[src/rtl/screen_controller.sv]
// Screen flow FSM (splash/play/game-over/win) with registered pixel mux.
// Define SCREEN_CONTROLLER_BLINK_EN to blink the non-play screens.
module screen_controller #(
    parameter int          OVER_FRAMES  = 120,
    parameter int          BLINK_FRAMES = 30,
    parameter logic [3:0]  WIN_SCORE    = 4'd9,
    parameter logic [7:0]  SPLASH_RGB   = 8'h1F,
    parameter logic [7:0]  OVER_RGB     = 8'hE0,
    parameter logic [7:0]  WIN_RGB      = 8'h1C
) (
    input  logic       clk,
    input  logic       resetN,
    input  logic       startOfFrame,
    input  logic       key5IsPressed,
    input  logic [3:0] life,
    input  logic [3:0] score,
    input  logic [7:0] RGB_screen_main,
    output logic       game_resetN,
    output logic [7:0] RGB_out,
    output logic [1:0] screen_state
);

    typedef enum logic [1:0] {
        S_SPLASH = 2'd0,
        S_PLAY   = 2'd1,
        S_OVER   = 2'd2,
        S_WIN    = 2'd3
    } state_t;

    localparam logic [7:0] LP_OVER = 8'(OVER_FRAMES);

    state_t     r_state;
    state_t     w_next;
    logic       r_key_prev;
    logic [7:0] r_frame_cnt;
    logic [7:0] r_rgb;
    logic [7:0] w_rgb;
    logic       w_press;
    logic       w_change;
    logic       w_frame_done;

    assign w_press      = key5IsPressed & ~r_key_prev;
    assign w_change     = (w_next != r_state);
    assign w_frame_done = (r_frame_cnt == LP_OVER);

    always_comb begin
        w_next = r_state;
        case (r_state)
            S_SPLASH: begin
                if (w_press)
                    w_next = S_PLAY;
            end
            S_PLAY: begin
                // Losing takes priority over winning in the same frame
                if (startOfFrame) begin
                    if (life == 4'd0)
                        w_next = S_OVER;
                    else if (score >= WIN_SCORE)
                        w_next = S_WIN;
                end
            end
            S_OVER, S_WIN: begin
                if (w_press && w_frame_done)
                    w_next = S_SPLASH;
            end
            default: w_next = S_SPLASH;
        endcase
    end

    always_ff @(posedge clk) begin
        if (resetN) begin
            r_state     <= S_SPLASH;
            r_key_prev  <= 1'b1;
            r_frame_cnt <= 8'd0;
        end else begin
            r_state    <= w_next;
            r_key_prev <= key5IsPressed;
            if (w_change)
                r_frame_cnt <= 8'd0;
            else if (startOfFrame && !w_frame_done &&
                     (r_state == S_OVER || r_state == S_WIN))
                r_frame_cnt <= r_frame_cnt + 8'd1;
        end
    end

`ifdef SCREEN_CONTROLLER_BLINK_EN
    localparam logic [7:0] LP_BLINK_LAST = 8'(BLINK_FRAMES - 1);

    logic [7:0] r_blink_cnt;
    logic       r_blink_phase;

    // Each new screen restarts with its colour visible
    always_ff @(posedge clk) begin
        if (resetN || w_change) begin
            r_blink_cnt   <= 8'd0;
            r_blink_phase <= 1'b1;
        end else if (startOfFrame) begin
            if (r_blink_cnt == LP_BLINK_LAST) begin
                r_blink_cnt   <= 8'd0;
                r_blink_phase <= ~r_blink_phase;
            end else begin
                r_blink_cnt <= r_blink_cnt + 8'd1;
            end
        end
    end
`endif

    always_comb begin
        w_rgb = 8'h00;
        case (r_state)
            S_PLAY:   w_rgb = RGB_screen_main;
            S_SPLASH: w_rgb = SPLASH_RGB;
            S_OVER:   w_rgb = OVER_RGB;
            S_WIN:    w_rgb = WIN_RGB;
            default:  w_rgb = 8'h00;
        endcase
`ifdef SCREEN_CONTROLLER_BLINK_EN
        if (r_state != S_PLAY && !r_blink_phase)
            w_rgb = 8'h00;
`endif
    end

    always_ff @(posedge clk) begin
        if (resetN)
            r_rgb <= 8'h00;
        else
            r_rgb <= w_rgb;
    end

    assign RGB_out      = r_rgb;
    assign screen_state = r_state;
    assign game_resetN  = (r_state == S_PLAY);

endmodule

[config.mk]
export PLATFORM = sky130hd
export DESIGN_NAME = screen_controller
export DESIGN_NICKNAME = d
export VERILOG_FILES = /design/src/rtl/screen_controller.sv
export SDC_FILE = /design/constraint.sdc
export NUM_CORES = 1
export LEC_CHECK = 0
export BUFFER_PORTS_ARGS = -buffer_cell sky130_fd_sc_hd__buf_2
export CORE_MARGIN = 5
export CORE_UTILIZATION = 50
export CTS_BUF_LIST = sky130_fd_sc_hd__clkbuf_8 sky130_fd_sc_hd__clkbuf_16
export DETAILED_ROUTE_END_ITERATION = 16
export PLACE_DENSITY = 0.86
export SETUP_SLACK_MARGIN = 0.2
export SLEW_MARGIN = 20
export SYNTH_ARGS = -nofsm -noshare
export SYNTH_HDL_FRONTEND = slang
export SYNTH_SLANG_ARGS = --single-unit
export TNS_END_PERCENT = 100
[constraint.sdc]
create_clock -name clk -period 3.6 [get_ports clk]
set_input_delay 0.18 -clock clk [delete_from_list [all_inputs] [get_ports clk]]
set_output_delay 0.18 -clock clk [all_outputs]
set_load 0.05 [all_outputs]
== After elaboration in Yosys (flattened, before gate mapping) ==
Cells that the tools add are included.

* Register bits after elaboration: 19
* Bits of input ports: 20

* Reductions and logical operators: 9
* $lt $le $gt $ge: 1
* Bitwise gates (word level): 2
* Add/subtract/negate cells: 1
* Muxes and demuxes: 7
* Equal/unequal tests: 5

{| class="wikitable"
|+ Operators by type and width
! kind !! number
|-
| one-hot mux 8 bit (4 select lines) || 1
|-
| 2-to-1 mux 2 bit || 5
|-
| adder 8 x 1 -> 8 bit, second input constant || 1
|-
| == test 8 x 7 -> 1 bit, second input constant || 1
|-
| one-hot mux 2 bit (3 select lines) || 1
|-
| == test 2 bit, second input constant || 2
|-
| >= comparator 4 bit, second input constant || 1
|-
| zero test 4 bit || 1
|-
| OR reduction 2 bit || 2
|-
| logical AND 1 bit || 3
|-
| == test 2 x 1 -> 1 bit, second input constant || 1
|-
| zero test 2 bit || 1
|-
| != test 2 bit || 1
|-
| AND 1 bit || 1
|-
| zero test 1 bit || 1
|-
| logical OR 1 bit || 1
|-
| NOT 1 bit || 1
|}

== Depth between registers and ports, before layout ==
* Depth after elaboration: 7
* Mapped depth: 7

== Least setup slack after synthesis ==
OpenSTA, ideal clock, no wires.

* Path type: flip-flop to flip-flop
* From: register r_state[1], in the netlist screen_state[1]
* To: register r_frame_cnt[0]
* Path buffers: 1
* Slack: 1.081 ns
* Required time: 3.460 ns
* Cell stages (with the launch flop): 8
* Arrival: 2.379 ns
* Setup time: 0.140 ns
* Path through: dfxtp_1 inv_1 ha_1 buf_2 inv_1 o21ai_0 a211oi_2 nor4_1

* Elaborated cells on any way between the ends: 15

{| class="wikitable"
|+ RTL lines
! what !! RTL line !! source
|-
| start: declaration || 32 || <nowiki>state_t r_state;</nowiki>
|-
| start signal: assignment || 76 || <nowiki>r_state <= w_next;</nowiki>
|-
| == test 2 x 1 -> 1 bit || -- ||
|-
| via game_resetN || 18 || <nowiki>output logic game_resetN,</nowiki>
|-
| one-hot mux 2 bit (3 select lines) || 48 || <nowiki>case (r_state)</nowiki>
|-
| != test 2 bit || 43 || <nowiki>assign w_change = (w_next != r_state);</nowiki>
|-
| OR reduction 2 bit (no source line) || -- ||
|-
| end signal: assignment || 82 || <nowiki>r_frame_cnt <= r_frame_cnt + 8'd1;</nowiki>
|-
| end: declaration || 35 || <nowiki>logic [7:0] r_frame_cnt;</nowiki>
|}

The timed path passes the listed nets, and every way through them passes these cells.
A chain may end at the register's enable or synchronous reset.

== Final worst setup path ==
* From: register r_state[1], in the netlist screen_state[1]
* To: register r_frame_cnt[6]

* Cells in the longest elaborated chain, start to end: 6
* Elaborated cells on any way between the ends: 15

{| class="wikitable"
|+ Ends and longest elaborated chain
! what !! RTL line !! source
|-
| 2-to-1 mux 2 bit || 58 || <nowiki>else if (score >= WIN_SCORE)</nowiki>
|-
| 2-to-1 mux 2 bit || 56 || <nowiki>if (life == 4'd0)</nowiki>
|-
| 2-to-1 mux 2 bit || 55 || <nowiki>if (startOfFrame) begin</nowiki>
|-
| one-hot mux 2 bit (3 select lines) || 48 ||
|-
| != test 2 bit || 43 ||
|-
| OR reduction 2 bit (no source line) || -- ||
|}

Parallel ways exist; a longest one is shown, timed or not.

==> impl_metrics.ini <==
[timing]
drv_slew = 0
hold_viol = 0
setup_violations = 0
post-route-min-period_ns = 2.12
fmax_ghz = 0.471
fin_ws_ns = 1.48
tightestPinTransition_ns = 0.532
rsz0062_at_grt = no
finalCritPeriodShare = 0.590
setup_tns_ns = 0
finalClockSkew_ns = 0.00374
maxSlewHeadroom = 0.644

[placed_design]
port_buffers = 30
routabilityCongestion = 0.863
pre_cts_ws_ns = 1.51
place_hpwl_um = 1780
placed_area_um2 = 1170

[floorplanning]
rows = 16
die_w_um = 54.6
die_y_um = 54.6
coreArea_um2 = 1920
dieArea_um2 = 2980
start_util = 0.518
ios = 31

[grt]
grt_pass1_vias = 892
track_usage = 0.175
grt-ovfl-total = 0
grt_pass1_wl_um = 3660
grt_max_degree = 13
antenna_found_initial = 0

[worst_hold_path]
hold_class = in2reg
worstHoldPathCells = 2
holdCritStartpoint = key5IsPressed

[clock_network]
clockRootBuffer = clkbuf_8
ctsResizeCount = 0
clk_path_buf_depth = 2
cts_tree = built
post_cts_buffers = 0
cts_max_level = 1
cts_sinks = 19
worstSkewPairLatency_ns = 0.26
cts_buffers = 3
cts.clk_slew.worst_paths_ns = 0.07
holdBufCountCts = 0

[outcome]
status = finished, final reports clean

[worst_setup_path]
crit_required_ns = 3.73
end_kind = flop
slowest_delay_ns = 0.50
crit_chain = inv_1 -> ha_1 -> inv_1 -> o21ai_0 -> a211oi_2 -> nor4_1
r2r_start = screen_state[1]
cpMostUsedCell = inv_1
setup.worst_path.start = screen_state[1]
path_max_fanout = 11
critPathArrivalTime_ns = 2.25
cp-start-kind = flop
worst-setup-path-type = reg2reg
worst_r2r_path_depth = 6
cpMaxStageDelayCell = dfxtp_1

[route]
drt-initial-drc-count = 24
drt_pass1_iterations = 4
routed_wl_um = 2320
vias = 917
via_per_inst = 5.52
wl_per_cell_um = 14.0
ant_nets = 0
drc = 0

[final_layout]
finish.instance_area_um2 = 1210
fillers = 174
layout.nets = 166
antenna_cells = 0
drive_above_1_share = 0.302
area_growth_pct = 21.6

[yosys]
ys_ff_latch = 19
seq_area_frac_synth = 0.382
async_flop_share = 0
ys.flop_type = dfxtp_1
synth_edf_count = 0
synthesis.area_um2 = 996
syn_nets = 134
ys_warn_count = 0
syn_inst = 108
synth_cell_types = 34
syn_area_per_cell_um2 = 9.22

[run]
cap_viol_max_count = 0

[pwr]
power.total_mw = 0.545
ir_drop_mv = 0.362
p_leak_nw = 0.475
power.density_nw_per_um2 = 450
layer usage:
metal  GRT usage  part of all wire  up-vias
met1       0.202              0.42      417
li1            -                 -      462
met5           0                 0        -
met4       0.133             0.028        0
met3      0.0272             0.058        5
met2       0.285              0.49       33
logic make-up (layout without fill, tap and decap cells):
| kind of cell | count (synthesis) | count (layout) | synth area share |
|---|---|---|---|
| simple gates | 39 | 39 | 0.212 |
| compound gates | 29 | 29 | 0.235 |
| flops | 19 | 19 | 0.382 |
| buf+inv | 8 | 39 | 0.0327 |
| fa+ha+maj | 6 | 6 | 0.0754 |
| xor+xnor | 6 | 6 | 0.0528 |
| mux | 1 | 1 | 0.0101 |
path summary, 6_finish.rpt:
kind | endpoint | slack, ns
worst max-delay path | r_frame_cnt[6] | 1.48
worst min-delay path | r_key_prev | 0.11
worst max register to register | r_frame_cnt[6] | 1.48
worst min register to register | r_frame_cnt[7] | 0.57
critical path: cells and delay by family (launching register included):
kind                     cells  cell delay, ns
AO/OA/AOI/OAI                2            0.63
adder cells (fa/ha/maj)      1            0.33
buffers and inverters        2            0.39
flip-flops                   1            0.50
AND/OR/NAND/NOR              1            0.13
sequential cells by signal, summed over array words and instances, names as in the netlist:
register / cells
r_frame_cnt: 8
screen_state: 2
r_key_prev: 1
RGB_out: 8
report_power, final:
part,internal [mW],leakage (nW),switching [mW]
registers,0.226,0.155,0.00926
logic,0.0422,0.293,0.119
clock network,0.0761,0.0269,0.0723
total,0.344,0.475,0.201
cells in the mapped netlist, types with 2 or more instances:
master,instances,area (um^2)
ha_1,6,75.1
xnor2_1,6,52.6
nor2_1,8,30.0
nor3_1,3,15.0
inv_1,5,18.8
a211oi_1,3,22.5
a31oi_1,2,12.5
dfxtp_1,19,380
nor4_1,9,56.3
nand2_1,12,45.0
nand3_1,2,10.0
a21oi_1,11,55.1
cell type report:
class | instances | area [um^2] | share of cell area
multi-input cells | 81 | 583 | 0.481
clock inverters | 1 | 3.75 | 0.00310
repair buffers | 30 | 150 | 0.124
clock buffers | 3 | 41.3 | 0.0341
well taps | 27 | 33.8 | 0.0279
inverters | 5 | 18.8 | 0.0155
flip-flops and latches | 19 | 380 | 0.314
placed cells by master (no fill, tap or decap), types with 2 or more instances in the layout:
master    netlist  routed
buf_2           1      30
dfxtp_1        19      19
nand2_1        12      12
a21oi_1        11      11
nor4_1          9       9
nor2_1          8       8
inv_1           5       6
xnor2_1         6       6
ha_1            6       6
a211oi_1        3       3
nor3_1          3       3
clkbuf_8        0       3
a31oi_1         2       2
nand3_1         2       2
metrics by stage:
stage,cells,hold slack [ns],util
after global placement,162,0.379,0.607
after CTS,166,0.114,0.630
final,166,0.115,0.630
after floorplan,108,0.284,-
after global routing,166,0.123,0.630
after detailed placement,162,0.384,0.607
Power figures use the tool's default switching activity.
